### src/rtl/cam_pkg.sv
// Shared types, default geometry and helpers for the parametrised CAM.
package cam_pkg;

    localparam int unsigned CAM_DATA_WIDTH = 32;
    localparam int unsigned CAM_ADDR_WIDTH = 5;
    localparam int unsigned CAM_POP_MAX    = 1024;

    typedef logic [CAM_DATA_WIDTH-1:0] cam_data_t;
    typedef logic [CAM_ADDR_WIDTH-1:0] cam_idx_t;
    typedef logic [CAM_ADDR_WIDTH:0]   cam_cnt_t;

    // Number of set bits; callers zero-extend their hit vector to CAM_POP_MAX.
    function automatic int unsigned popcount(input logic [CAM_POP_MAX-1:0] v);
        int unsigned n;
        n = 0;
        for (int i = 0; i < int'(CAM_POP_MAX); i++) begin
            n += 32'(v[i]);
        end
        return n;
    endfunction

endpackage

### src/rtl/cam_if.sv
// Request/response bundle between the lookup logic (master) and the CAM (slave).
interface cam_if
    import cam_pkg::*;
#(
    parameter int unsigned DATA_WIDTH = CAM_DATA_WIDTH,
    parameter int unsigned ADDR_WIDTH = CAM_ADDR_WIDTH
);

    logic                  read_i;
    logic [ADDR_WIDTH-1:0] read_index_i;
    logic                  write_i;
    logic [ADDR_WIDTH-1:0] write_index_i;
    logic [DATA_WIDTH-1:0] write_data_i;
    logic                  inval_i;
    logic [ADDR_WIDTH-1:0] inval_index_i;
    logic                  search_i;
    logic [DATA_WIDTH-1:0] search_data_i;
    logic [DATA_WIDTH-1:0] search_mask_i;

    logic                  read_valid_o;
    logic [DATA_WIDTH-1:0] read_value_o;
    logic                  search_valid_o;
    logic [ADDR_WIDTH-1:0] search_index_o;
    logic                  search_multi_o;
    logic [ADDR_WIDTH:0]   search_count_o;
    logic [ADDR_WIDTH:0]   count_o;
    logic                  full_o;
    logic                  empty_o;

    modport master (
        output read_i, read_index_i, write_i, write_index_i, write_data_i,
               inval_i, inval_index_i, search_i, search_data_i, search_mask_i,
        input  read_valid_o, read_value_o, search_valid_o, search_index_o,
               search_multi_o, search_count_o, count_o, full_o, empty_o
    );

    modport slave (
        input  read_i, read_index_i, write_i, write_index_i, write_data_i,
               inval_i, inval_index_i, search_i, search_data_i, search_mask_i,
        output read_valid_o, read_value_o, search_valid_o, search_index_o,
               search_multi_o, search_count_o, count_o, full_o, empty_o
    );

endinterface

### src/rtl/cam_prio_enc.sv
// Lowest-set-bit priority encoder with any/multiple-hit flags (combinational).
module cam_prio_enc #(
    parameter int unsigned DEPTH = 32
) (
    input  logic [DEPTH-1:0]         vec_i,
    output logic [$clog2(DEPTH)-1:0] lowest_c_o,
    output logic                     any_c_o,
    output logic                     multi_c_o
);

    localparam int unsigned IDX_W = $clog2(DEPTH);

    // Scan from the top so the lowest set index is the last one assigned.
    always_comb begin
        lowest_c_o = '0;
        for (int i = int'(DEPTH) - 1; i >= 0; i--) begin
            if (vec_i[i]) begin
                lowest_c_o = IDX_W'(i);
            end
        end
    end

    assign any_c_o   = |vec_i;
    assign multi_c_o = |(vec_i & (vec_i - DEPTH'(1)));

endmodule

### src/rtl/cam_param.sv
// Registered-output CAM with per-entry valid bits, masked search, hit counting
// and an occupancy counter. Reads and searches observe pre-write array state.
module cam_param
    import cam_pkg::*;
#(
    parameter int unsigned DATA_WIDTH = CAM_DATA_WIDTH,
    parameter int unsigned ADDR_WIDTH = CAM_ADDR_WIDTH,
    parameter int unsigned DEPTH      = 1 << ADDR_WIDTH
) (
    input  logic clk_i,
    input  logic rst_i,
    cam_if.slave bus
);

    localparam int unsigned CNT_W = ADDR_WIDTH + 1;

    logic [DATA_WIDTH-1:0] data_q [DEPTH];
    logic [DEPTH-1:0]      valid_q, valid_d;
    logic [CNT_W-1:0]      count_q, count_d;
    logic                  full_q, full_d;
    logic                  empty_q, empty_d;

    logic                  read_valid_q, read_valid_d;
    logic [DATA_WIDTH-1:0] read_value_q, read_value_d;
    logic                  search_valid_q, search_valid_d;
    logic [ADDR_WIDTH-1:0] search_index_q, search_index_d;
    logic                  search_multi_q, search_multi_d;
    logic [CNT_W-1:0]      search_count_q, search_count_d;

    logic [DEPTH-1:0]      hit_c;
    logic [ADDR_WIDTH-1:0] lowest_c;
    logic                  any_c;
    logic                  multi_c;
    logic                  wr_new_c;
    logic                  inval_hit_c;

    // Masked compare of every valid entry against the key.
    always_comb begin
        hit_c = '0;
        for (int i = 0; i < int'(DEPTH); i++) begin
            hit_c[i] = valid_q[i] &&
                       (((data_q[i] ^ bus.search_data_i) & bus.search_mask_i) == '0);
        end
    end

    cam_prio_enc #(
        .DEPTH (DEPTH)
    ) u_prio_enc (
        .vec_i      (hit_c),
        .lowest_c_o (lowest_c),
        .any_c_o    (any_c),
        .multi_c_o  (multi_c)
    );

    // Occupancy delta from pre-update valid bits; a same-index write cancels the invalidate.
    always_comb begin
        wr_new_c    = bus.write_i && !valid_q[bus.write_index_i];
        inval_hit_c = bus.inval_i && valid_q[bus.inval_index_i] &&
                      !(bus.write_i && (bus.write_index_i == bus.inval_index_i));

        valid_d = valid_q;
        if (bus.inval_i) begin
            valid_d[bus.inval_index_i] = 1'b0;
        end
        if (bus.write_i) begin
            valid_d[bus.write_index_i] = 1'b1;
        end

        count_d = count_q;
        if (wr_new_c && !inval_hit_c) begin
            count_d = count_q + CNT_W'(1);
        end else if (!wr_new_c && inval_hit_c) begin
            count_d = count_q - CNT_W'(1);
        end

        full_d  = (count_d == CNT_W'(DEPTH));
        empty_d = (count_d == '0);
    end

    always_comb begin
        read_valid_d = bus.read_i && valid_q[bus.read_index_i];
        read_value_d = read_value_q;
        if (bus.read_i) begin
            read_value_d = valid_q[bus.read_index_i] ? data_q[bus.read_index_i] : '0;
        end

        search_valid_d = bus.search_i && any_c;
        search_multi_d = bus.search_i && multi_c;
        search_count_d = '0;
        search_index_d = search_index_q;
        if (bus.search_i) begin
            search_count_d = CNT_W'(popcount(CAM_POP_MAX'(hit_c)));
            search_index_d = lowest_c;
        end
    end

    always_ff @(posedge clk_i) begin
        if (!rst_i) begin
            valid_q        <= '0;
            count_q        <= '0;
            full_q         <= 1'b0;
            empty_q        <= 1'b1;
            read_valid_q   <= 1'b0;
            read_value_q   <= '0;
            search_valid_q <= 1'b0;
            search_index_q <= '0;
            search_multi_q <= 1'b0;
            search_count_q <= '0;
        end else begin
            valid_q        <= valid_d;
            count_q        <= count_d;
            full_q         <= full_d;
            empty_q        <= empty_d;
            read_valid_q   <= read_valid_d;
            read_value_q   <= read_value_d;
            search_valid_q <= search_valid_d;
            search_index_q <= search_index_d;
            search_multi_q <= search_multi_d;
            search_count_q <= search_count_d;
        end
    end

    // Data storage carries no reset; stale contents are masked by the valid bits.
    always_ff @(posedge clk_i) begin
        if (rst_i && bus.write_i) begin
            data_q[bus.write_index_i] <= bus.write_data_i;
        end
    end

    assign bus.read_valid_o   = read_valid_q;
    assign bus.read_value_o   = read_value_q;
    assign bus.search_valid_o = search_valid_q;
    assign bus.search_index_o = search_index_q;
    assign bus.search_multi_o = search_multi_q;
    assign bus.search_count_o = search_count_q;
    assign bus.count_o        = count_q;
    assign bus.full_o         = full_q;
    assign bus.empty_o        = empty_q;

endmodule

### src/flat_wrapper.sv
// flat-port wrapper written by rule: the top's interface ports become plain ports
module cam_param_flat import cam_pkg::*;
#(
    parameter int unsigned DATA_WIDTH = CAM_DATA_WIDTH,
    parameter int unsigned ADDR_WIDTH = CAM_ADDR_WIDTH,
    parameter int unsigned DEPTH      = 1 << ADDR_WIDTH
)
  (clk_i, rst_i, bus_read_i, bus_read_index_i, bus_write_i, bus_write_index_i, bus_write_data_i, bus_inval_i, bus_inval_index_i, bus_search_i, bus_search_data_i, bus_search_mask_i, bus_read_valid_o, bus_read_value_o, bus_search_valid_o, bus_search_index_o, bus_search_multi_o, bus_search_count_o, bus_count_o, bus_full_o, bus_empty_o);
  cam_if #(.DATA_WIDTH(DATA_WIDTH), .ADDR_WIDTH(ADDR_WIDTH)) bus_i ();
  input  logic clk_i;
  input  logic rst_i;
  input wire logic [$bits(bus_i.read_i)-1:0] bus_read_i;
  input wire logic [$bits(bus_i.read_index_i)-1:0] bus_read_index_i;
  input wire logic [$bits(bus_i.write_i)-1:0] bus_write_i;
  input wire logic [$bits(bus_i.write_index_i)-1:0] bus_write_index_i;
  input wire logic [$bits(bus_i.write_data_i)-1:0] bus_write_data_i;
  input wire logic [$bits(bus_i.inval_i)-1:0] bus_inval_i;
  input wire logic [$bits(bus_i.inval_index_i)-1:0] bus_inval_index_i;
  input wire logic [$bits(bus_i.search_i)-1:0] bus_search_i;
  input wire logic [$bits(bus_i.search_data_i)-1:0] bus_search_data_i;
  input wire logic [$bits(bus_i.search_mask_i)-1:0] bus_search_mask_i;
  output wire logic [$bits(bus_i.read_valid_o)-1:0] bus_read_valid_o;
  output wire logic [$bits(bus_i.read_value_o)-1:0] bus_read_value_o;
  output wire logic [$bits(bus_i.search_valid_o)-1:0] bus_search_valid_o;
  output wire logic [$bits(bus_i.search_index_o)-1:0] bus_search_index_o;
  output wire logic [$bits(bus_i.search_multi_o)-1:0] bus_search_multi_o;
  output wire logic [$bits(bus_i.search_count_o)-1:0] bus_search_count_o;
  output wire logic [$bits(bus_i.count_o)-1:0] bus_count_o;
  output wire logic [$bits(bus_i.full_o)-1:0] bus_full_o;
  output wire logic [$bits(bus_i.empty_o)-1:0] bus_empty_o;
  assign bus_i.read_i = bus_read_i;
  assign bus_i.read_index_i = bus_read_index_i;
  assign bus_i.write_i = bus_write_i;
  assign bus_i.write_index_i = bus_write_index_i;
  assign bus_i.write_data_i = bus_write_data_i;
  assign bus_i.inval_i = bus_inval_i;
  assign bus_i.inval_index_i = bus_inval_index_i;
  assign bus_i.search_i = bus_search_i;
  assign bus_i.search_data_i = bus_search_data_i;
  assign bus_i.search_mask_i = bus_search_mask_i;
  assign bus_read_valid_o = bus_i.read_valid_o;
  assign bus_read_value_o = bus_i.read_value_o;
  assign bus_search_valid_o = bus_i.search_valid_o;
  assign bus_search_index_o = bus_i.search_index_o;
  assign bus_search_multi_o = bus_i.search_multi_o;
  assign bus_search_count_o = bus_i.search_count_o;
  assign bus_count_o = bus_i.count_o;
  assign bus_full_o = bus_i.full_o;
  assign bus_empty_o = bus_i.empty_o;
  cam_param #(.DATA_WIDTH(DATA_WIDTH), .ADDR_WIDTH(ADDR_WIDTH), .DEPTH(DEPTH)) u_core (.clk_i(clk_i), .rst_i(rst_i), .bus(bus_i));
endmodule
### config.mk
export PLATFORM = sky130hd
export DESIGN_NAME = cam_param_flat
export DESIGN_NICKNAME = d
export VERILOG_FILES = /design/src/rtl/cam_pkg.sv /design/src/rtl/cam_if.sv /design/src/rtl/cam_prio_enc.sv /design/src/rtl/cam_param.sv /design/src/flat_wrapper.sv
export SDC_FILE = /design/constraint.sdc
export NUM_CORES = 2
export LEC_CHECK = 0
export ABC_AREA = 1
export BUFFER_PORTS_ARGS = -buffer_cell sky130_fd_sc_hd__buf_2
export CAP_MARGIN = 20
export CORE_MARGIN = 3
export CORE_UTILIZATION = 25
export CTS_CLUSTER_SIZE = 40
export DETAILED_ROUTE_END_ITERATION = 7
export MAX_ROUTING_LAYER = met4
export PLACE_DENSITY = 0.43
export SYNTH_ARGS = -nofsm -noshare
export SYNTH_HDL_FRONTEND = slang
export SYNTH_SLANG_ARGS = --single-unit
### constraint.sdc
create_clock -name clk_i -period 14.98 [get_ports clk_i]
set_clock_uncertainty 0.1 [all_clocks]
set_input_delay 2.247 -clock clk_i [delete_from_list [all_inputs] [get_ports clk_i]]
set_output_delay 2.247 -clock clk_i [all_outputs]
set_load 0.02 [all_outputs]
## Word level (Yosys, flattened, before mapping)

Memories as Yosys holds them, arrays and structs flattened.
Cells that the tools add are included.

- Add/sub/neg operators: 34
- Order comparisons: 5
- Equality and inequality tests: 2
- Muxes and demuxes: 49
- Bitwise operators: 68
- Reductions and logical operators: 84

Operators by type and width:

| cell | count |
|---|---|
| $and A32 B32 Y32 | 34 |
| $logic_not A32 Y1 | 32 |
| $xor A32 B32 Y32 | 32 |
| $add A6 B1 Y6 | 30 |
| $mux W5 | 32 |
| $mux W32 | 3 |
| $reduce_or A32 Y1 | 2 |
| $logic_and A1 B1 Y1 | 44 |
| $not A32 Y32 | 1 |
| $or A32 B32 Y32 | 1 |
| $sub A32 B1 Y32 const B | 1 |
| $lt A5 B6 Y1 const B | 3 |
| $bmux W1 S5 | 3 |
| $mux W6 | 2 |
| $demux W1 S5 | 2 |
| $ge A5 B1 Y1 const B | 2 |
| $mux W1 | 7 |
| $add A6 B1 Y6 const B | 1 |
| $eq A6 B6 Y1 const B | 1 |
| $logic_not A6 Y1 | 1 |
| $sub A6 B1 Y6 const B | 1 |
| $eq A5 B5 Y1 | 1 |
| $logic_not A1 Y1 | 4 |
| $add A1 B1 Y2 | 1 |
| $reduce_and A2 Y1 | 1 |

- Register bits after elaboration: 86
- Bits in writable memories: 1,024
- Output and inout port bits: 54
- Word-level logic and storage cells: 253
- Memories: 1

Memories:

| name | depth | width | read ports | clocked after Yosys merged registers in | write ports | line | text |
|---|---|---|---|---|---|---|---|
| u_core.data_q | 32 | 32 | 33 | 0 | 1 | cam_param.sv:17 | `logic [DATA_WIDTH-1:0] data_q [DEPTH];` |

## Longest topological paths before layout

An unclocked memory read counts as a cell.

- Word-level depth: 37
- Gate-level depth with buffers: 42

## By module

A second synthesis with hierarchy kept.

- Cell total of the unflattened synthesis: 6,862
- Area total of the unflattened synthesis: 61,645.4 µm²

Modules (own cells, without submodules):

| module | times used | cells an instance | area an instance (µm²) |
|---|---|---|---|
| cam_param | 1 | 6,694 | 60,898.4 |
| cam_prio_enc | 1 | 168 | 747.0 |

## Least setup slack after synthesis

No wires, ideal clock.

- Path type: input-to-reg
- From: input port bus_search_data_i[0]
- To: register u_core.search_count_q[4] (netlist: u_core.bus.search_count_o[4])
- Library setup time: 0.071 ns
- Data arrival time: 8.097 ns
- Required time: 14.809 ns
- Path slack: 6.712 ns
- Stages on the path: 29
- Path through: buf_2 > buf_6 > buf_4 > buf_2 > nand2_1 > nand2_1 > o2111ai_1 > nor4_1 > nand3_1 > nor3_1 > inv_1 > ha_1 > inv_1 > fa_1 > fa_1 > fa_1 > fa_1 > fa_1 > inv_1 > fa_1 > inv_1 > fa_1 > inv_1 > fa_1 > nand2_1 > nand2_1 > a21oi_1 > or2_2 > a21oi_1

- Word-level cells in the longest chain between the ends: 35

RTL lines:

| what | line | text |
|---|---|---|
| from (decl) | flat_wrapper.sv:20 | `input wire logic [$bits(bus_i.search_data_i)-1:0] bus_search_data_i;` |
| $xor A32 B32 Y32 | cam_param.sv:42 | `(((data_q[i] ^ bus.search_data_i) & bus.search_mask_i) == '0);` |
| $and A32 B32 Y32 | cam_param.sv:42 |  |
| $logic_not A32 Y1 | cam_param.sv:42 |  |
| $logic_and A1 B1 Y1 | cam_param.sv:41 | `hit_c[i] = valid_q[i] &&` |
| $add A1 B1 Y2 | cam_pkg.sv:17 | `n += 32'(v[i]);` |
| $add A6 B1 Y6 (29 in a row) | cam_pkg.sv:17 |  |
| $add A6 B1 Y6 (*) | cam_pkg.sv:17 |  |
| to (signal assigned) | cam_param.sv:119 | `search_count_q <= search_count_d;` |
| to (decl) | cam_param.sv:28 | `logic [CNT_W-1:0] search_count_q, search_count_d;` |

Every way passes the cells marked *; elsewhere a longest branch is shown, timed or not.
A chain may end at the register's enable or synchronous reset.

## Worst setup path in the final report

- From: input port bus_search_mask_i[28]
- To: register u_core.search_count_q[4] (netlist: u_core.bus.search_count_o[4])

- Word-level cells in the longest chain between the ends: 34

RTL lines:

| what | line | text |
|---|---|---|
| from (decl) | flat_wrapper.sv:21 | `input wire logic [$bits(bus_i.search_mask_i)-1:0] bus_search_mask_i;` |
| $and A32 B32 Y32 | cam_param.sv:42 |  |
| $logic_not A32 Y1 | cam_param.sv:42 |  |
| $logic_and A1 B1 Y1 | cam_param.sv:41 |  |
| $add A1 B1 Y2 | cam_pkg.sv:17 |  |
| $add A6 B1 Y6 (29 in a row) | cam_pkg.sv:17 |  |
| $add A6 B1 Y6 (*) | cam_pkg.sv:17 |  |

Marks and branches as above.

==> flow_metrics.tcl <==
set metrics [dict create \
    avgViaCountPerCell 5.71 \
    cp.arrival_ns 10.12 \
    netSwitchingPower_w 0.00272 \
    endpoint_kind "register" \
    detailed_place_hpwl_mm 382 \
    htree_levels 4 \
    antenna_found_initial 37 \
    peakVddDrop_v 0.0000741 \
    post_cts_buffers 0 \
    clock.fmax_ghz 0.105 \
    synth_edf_count 1024 \
    clock-sinks 1110 \
    setup_ws_ns 5.48 \
    hold_violations 0 \
    rows 193 \
    cts_root_buf "clkbuf_16" \
    drtPass1Iterations 6 \
    crit_required_ns 15.60 \
    setup_viol 0 \
    clk_path_buf_depth 4 \
    rsz0062_at_grt "false" \
    vias 72400 \
    holdWs_ns 0.365 \
    synthFlopType "edfxtp_1" \
    drt_iter0_markers 12500 \
    start_util_pct 25.1 \
    synth_cell_types 72 \
    place_congestion 1.08 \
    core_area_um2 277000 \
    drt-total-wl_mm 485 \
    final_cell_mix "nand2_1, nor2_1, edfxtp_1" \
    die_area_um2 285000 \
    min_path_type "reg2reg" \
    area_delta_synth_final_pct 14.6 \
    post-place-ws_ns 4.81 \
    gr-usage-met3_pct 9.35 \
    grt_pass1_wl_mm 619 \
    stdcell_count 12700 \
    final_nets 8984 \
    path_clk_slew_ns 0.06 \
    use_met2_pct 44.8 \
    placement.io_buffers 170 \
    fp.dieW_um 534 \
    boundaryPins 171 \
    global_route.usage.met1_pct 49.2 \
    die_h_um 534 \
    yosysSeqAreaShare_pct 46.7 \
    cts_made_buffers 157 \
    grt_overflow_total 0 \
    max_slew.worst_pin.slew_ns 1.41 \
    status "finished, final reports clean" \
    cts_hold_buf 0 \
    relSlewSlack_pct 5.46 \
    criticalPathCategory "in2reg" \
    final_common_cell "nand2_1" \
    dpl.cell_count 12400 \
    grt_max_degree 143 \
    cts_tree "built" \
    postSynthAreaPerCell_um2 7.95 \
    wl_per_cell_um 38.2 \
    grt_pass1_vias 61700 \
    fin_tns_setup_ns 0 \
    synth_seq_cells 1110 \
    switching_share_pct 31.6 \
    p_comb_share_pct 16.1 \
    p_per_area_nw_per_um2 108 \
    drv_slew 0 \
    top_usage_layer "met1" \
    async_flop_share_pct 0 \
    drive_above_1_share_pct 9.68 \
    clock_latency_ns 0.88 \
    cts.repair.resized 0 \
    cp_max_fo 20 \
    yosys_warnings 0 \
    utilization_pct 28.8 \
    max_cap_viol_count 0 \
    mappedNetlistArea_um2 69600 \
    start_kind "input pin" \
    p_clk_share_pct 44.0 \
    p_int_w 0.00589 \
    period_needed_ns 9.50 \
    gr-usage-all-layers_pct 33.5 \
    drcViolationCount 0 \
    syn-num-nets 8911 \
    post-route-period-util_pct 63.4 \
    p_leak_nw 30.0 \
    final_antenna_net_count 0 \
    power_frac_seq_pct 39.9 \
    synthCells 8757 \
]
[synthesized netlist by cell type, types with 17 or more instances]
| library cell | number | area share (%) |
|---|---|---|
| a21oi_1 | 626 | 4.5 |
| o21ai_1 | 109 | 0.78 |
| nor3_1 | 152 | 1.1 |
| o221ai_1 | 138 | 1.7 |
| dfxtp_1 | 86 | 2.5 |
| buf_6 | 69 | 1.1 |
| nor2_1 | 1417 | 7.6 |
| xor2_1 | 60 | 0.76 |
| buf_1 | 35 | 0.19 |
| edfxtp_1 | 1024 | 44 |
| or2_1 | 17 | 0.15 |
| nand3_2 | 22 | 0.32 |
| nand3_1 | 410 | 2.9 |
| o2111ai_1 | 22 | 0.28 |
| fa_1 | 23 | 0.66 |
| o21ai_0 | 961 | 6.9 |
| clkbuf_1 | 257 | 1.4 |
| nor3b_1 | 19 | 0.20 |
| nor4_1 | 139 | 1.2 |
| a21o_1 | 39 | 0.42 |
| inv_2 | 65 | 0.35 |
| buf_2 | 108 | 0.78 |
| nand2_1 | 1496 | 8.1 |
| buf_4 | 61 | 0.66 |
| o22ai_1 | 45 | 0.40 |
| inv_1 | 641 | 3.5 |
| o211ai_1 | 122 | 1.3 |
| nand4_1 | 423 | 3.8 |
[layout make-up]
class | instances | area, µm²
Antenna cell | 30 | 75.1
Clock buffer | 201 | 4280
Clock inverter | 70 | 683
Fill cell | 29700 | 197000
Inverter | 716 | 2710
Multi-Input combinational cell | 6399 | 31900
Sequential cell | 1110 | 32500
Tap cell | 3705 | 4640
Timing Repair Buffer | 446 | 2980
[final timing paths]
check	start	slack, ns	endpoint	depth (start not counted)
hold / removal	u_core.bus.search_index_o[1]	0.36	u_core.bus.search_index_o[1]	2
setup reg to reg	u_core.data_q[26][2]	7.15	u_core.bus.search_count_o[4]	24
hold reg to reg	u_core.bus.search_index_o[1]	0.36	u_core.bus.search_index_o[1]	2
setup / recovery	bus_search_mask_i[28]	5.48	u_core.bus.search_count_o[4]	26
[sequential cells by signal, summed over array words and instances (netlist names)]
| signal | flops |
|---|---|
| u_core.bus.search_index_o | 5 |
| u_core.bus.search_valid_o | 1 |
| u_core.bus.read_value_o | 32 |
| u_core.bus.empty_o | 1 |
| u_core.valid_q | 32 |
| u_core.bus.read_valid_o | 1 |
| u_core.bus.search_count_o | 6 |
| u_core.bus.full_o | 1 |
| u_core.bus.search_multi_o | 1 |
| u_core.bus.count_o | 6 |
| u_core.data_q | 1024 |
[power groups by stage]
stage	Sequential (W)	Combinational [W]	Clock, W
finish	0.00343	0.00139	0.00379
global route	0.00343	0.00142	0.00396
CTS	0.00343	0.00132	0.00386
detailed placement	0.00350	0.00132	0
global placement	0.00350	0.00132	0
floorplan	0.00350	0.000633	0
[critical path, cell delays in order]
cell,delay [ns]
buf_2,0.29
inv_1,0.65
nor2_1,0.11
nand2_1,0.34
nand4_1,0.14
a2111oi_0,0.89
buf_4,0.24
nand4_1,0.16
fa_1,0.62
fa_1,0.63
inv_1,0.08
fa_1,0.74
inv_1,0.12
fa_1,0.50
fa_1,0.51
inv_1,0.06
fa_1,0.47
inv_1,0.05
fa_1,0.38
inv_1,0.10
fa_1,0.19
nand2_1,0.07
nand2_1,0.06
a21oi_1,0.06
or2_2,0.27
a21oi_1,0.12
[layer usage]
metal / vias to the layer above / routed length [µm]
li1: 31000 / -
met1: 36400 / 226000
met2: 4552 / 192000
met3: 459 / 54000
met4: 0 / 12300
met5: - / 0
[cell families after synthesis]
logic type / after synthesis / share of synthesized area (%)
flip-flops: 1110 / 46.7
AO/OA/AOI/OAI: 2117 / 17.0
AND/OR/NAND/NOR: 4174 / 26.5
adder cells (fa/ha/maj): 37 / 0.913
buffers and inverters: 1248 / 8.03
XOR/XNOR: 71 / 0.894
[through the flow]
stage          total power (W)  cell area (µm²)
3_3_place_gp           0.00482            74400
6_report               0.00861            79700
4_1_cts                0.00861            79500
5_1_grt                0.00881            79700
3_5_place_dp           0.00481            74600
2_1_floorplan          0.00413            69600
(Power assumes the default switching activity.)
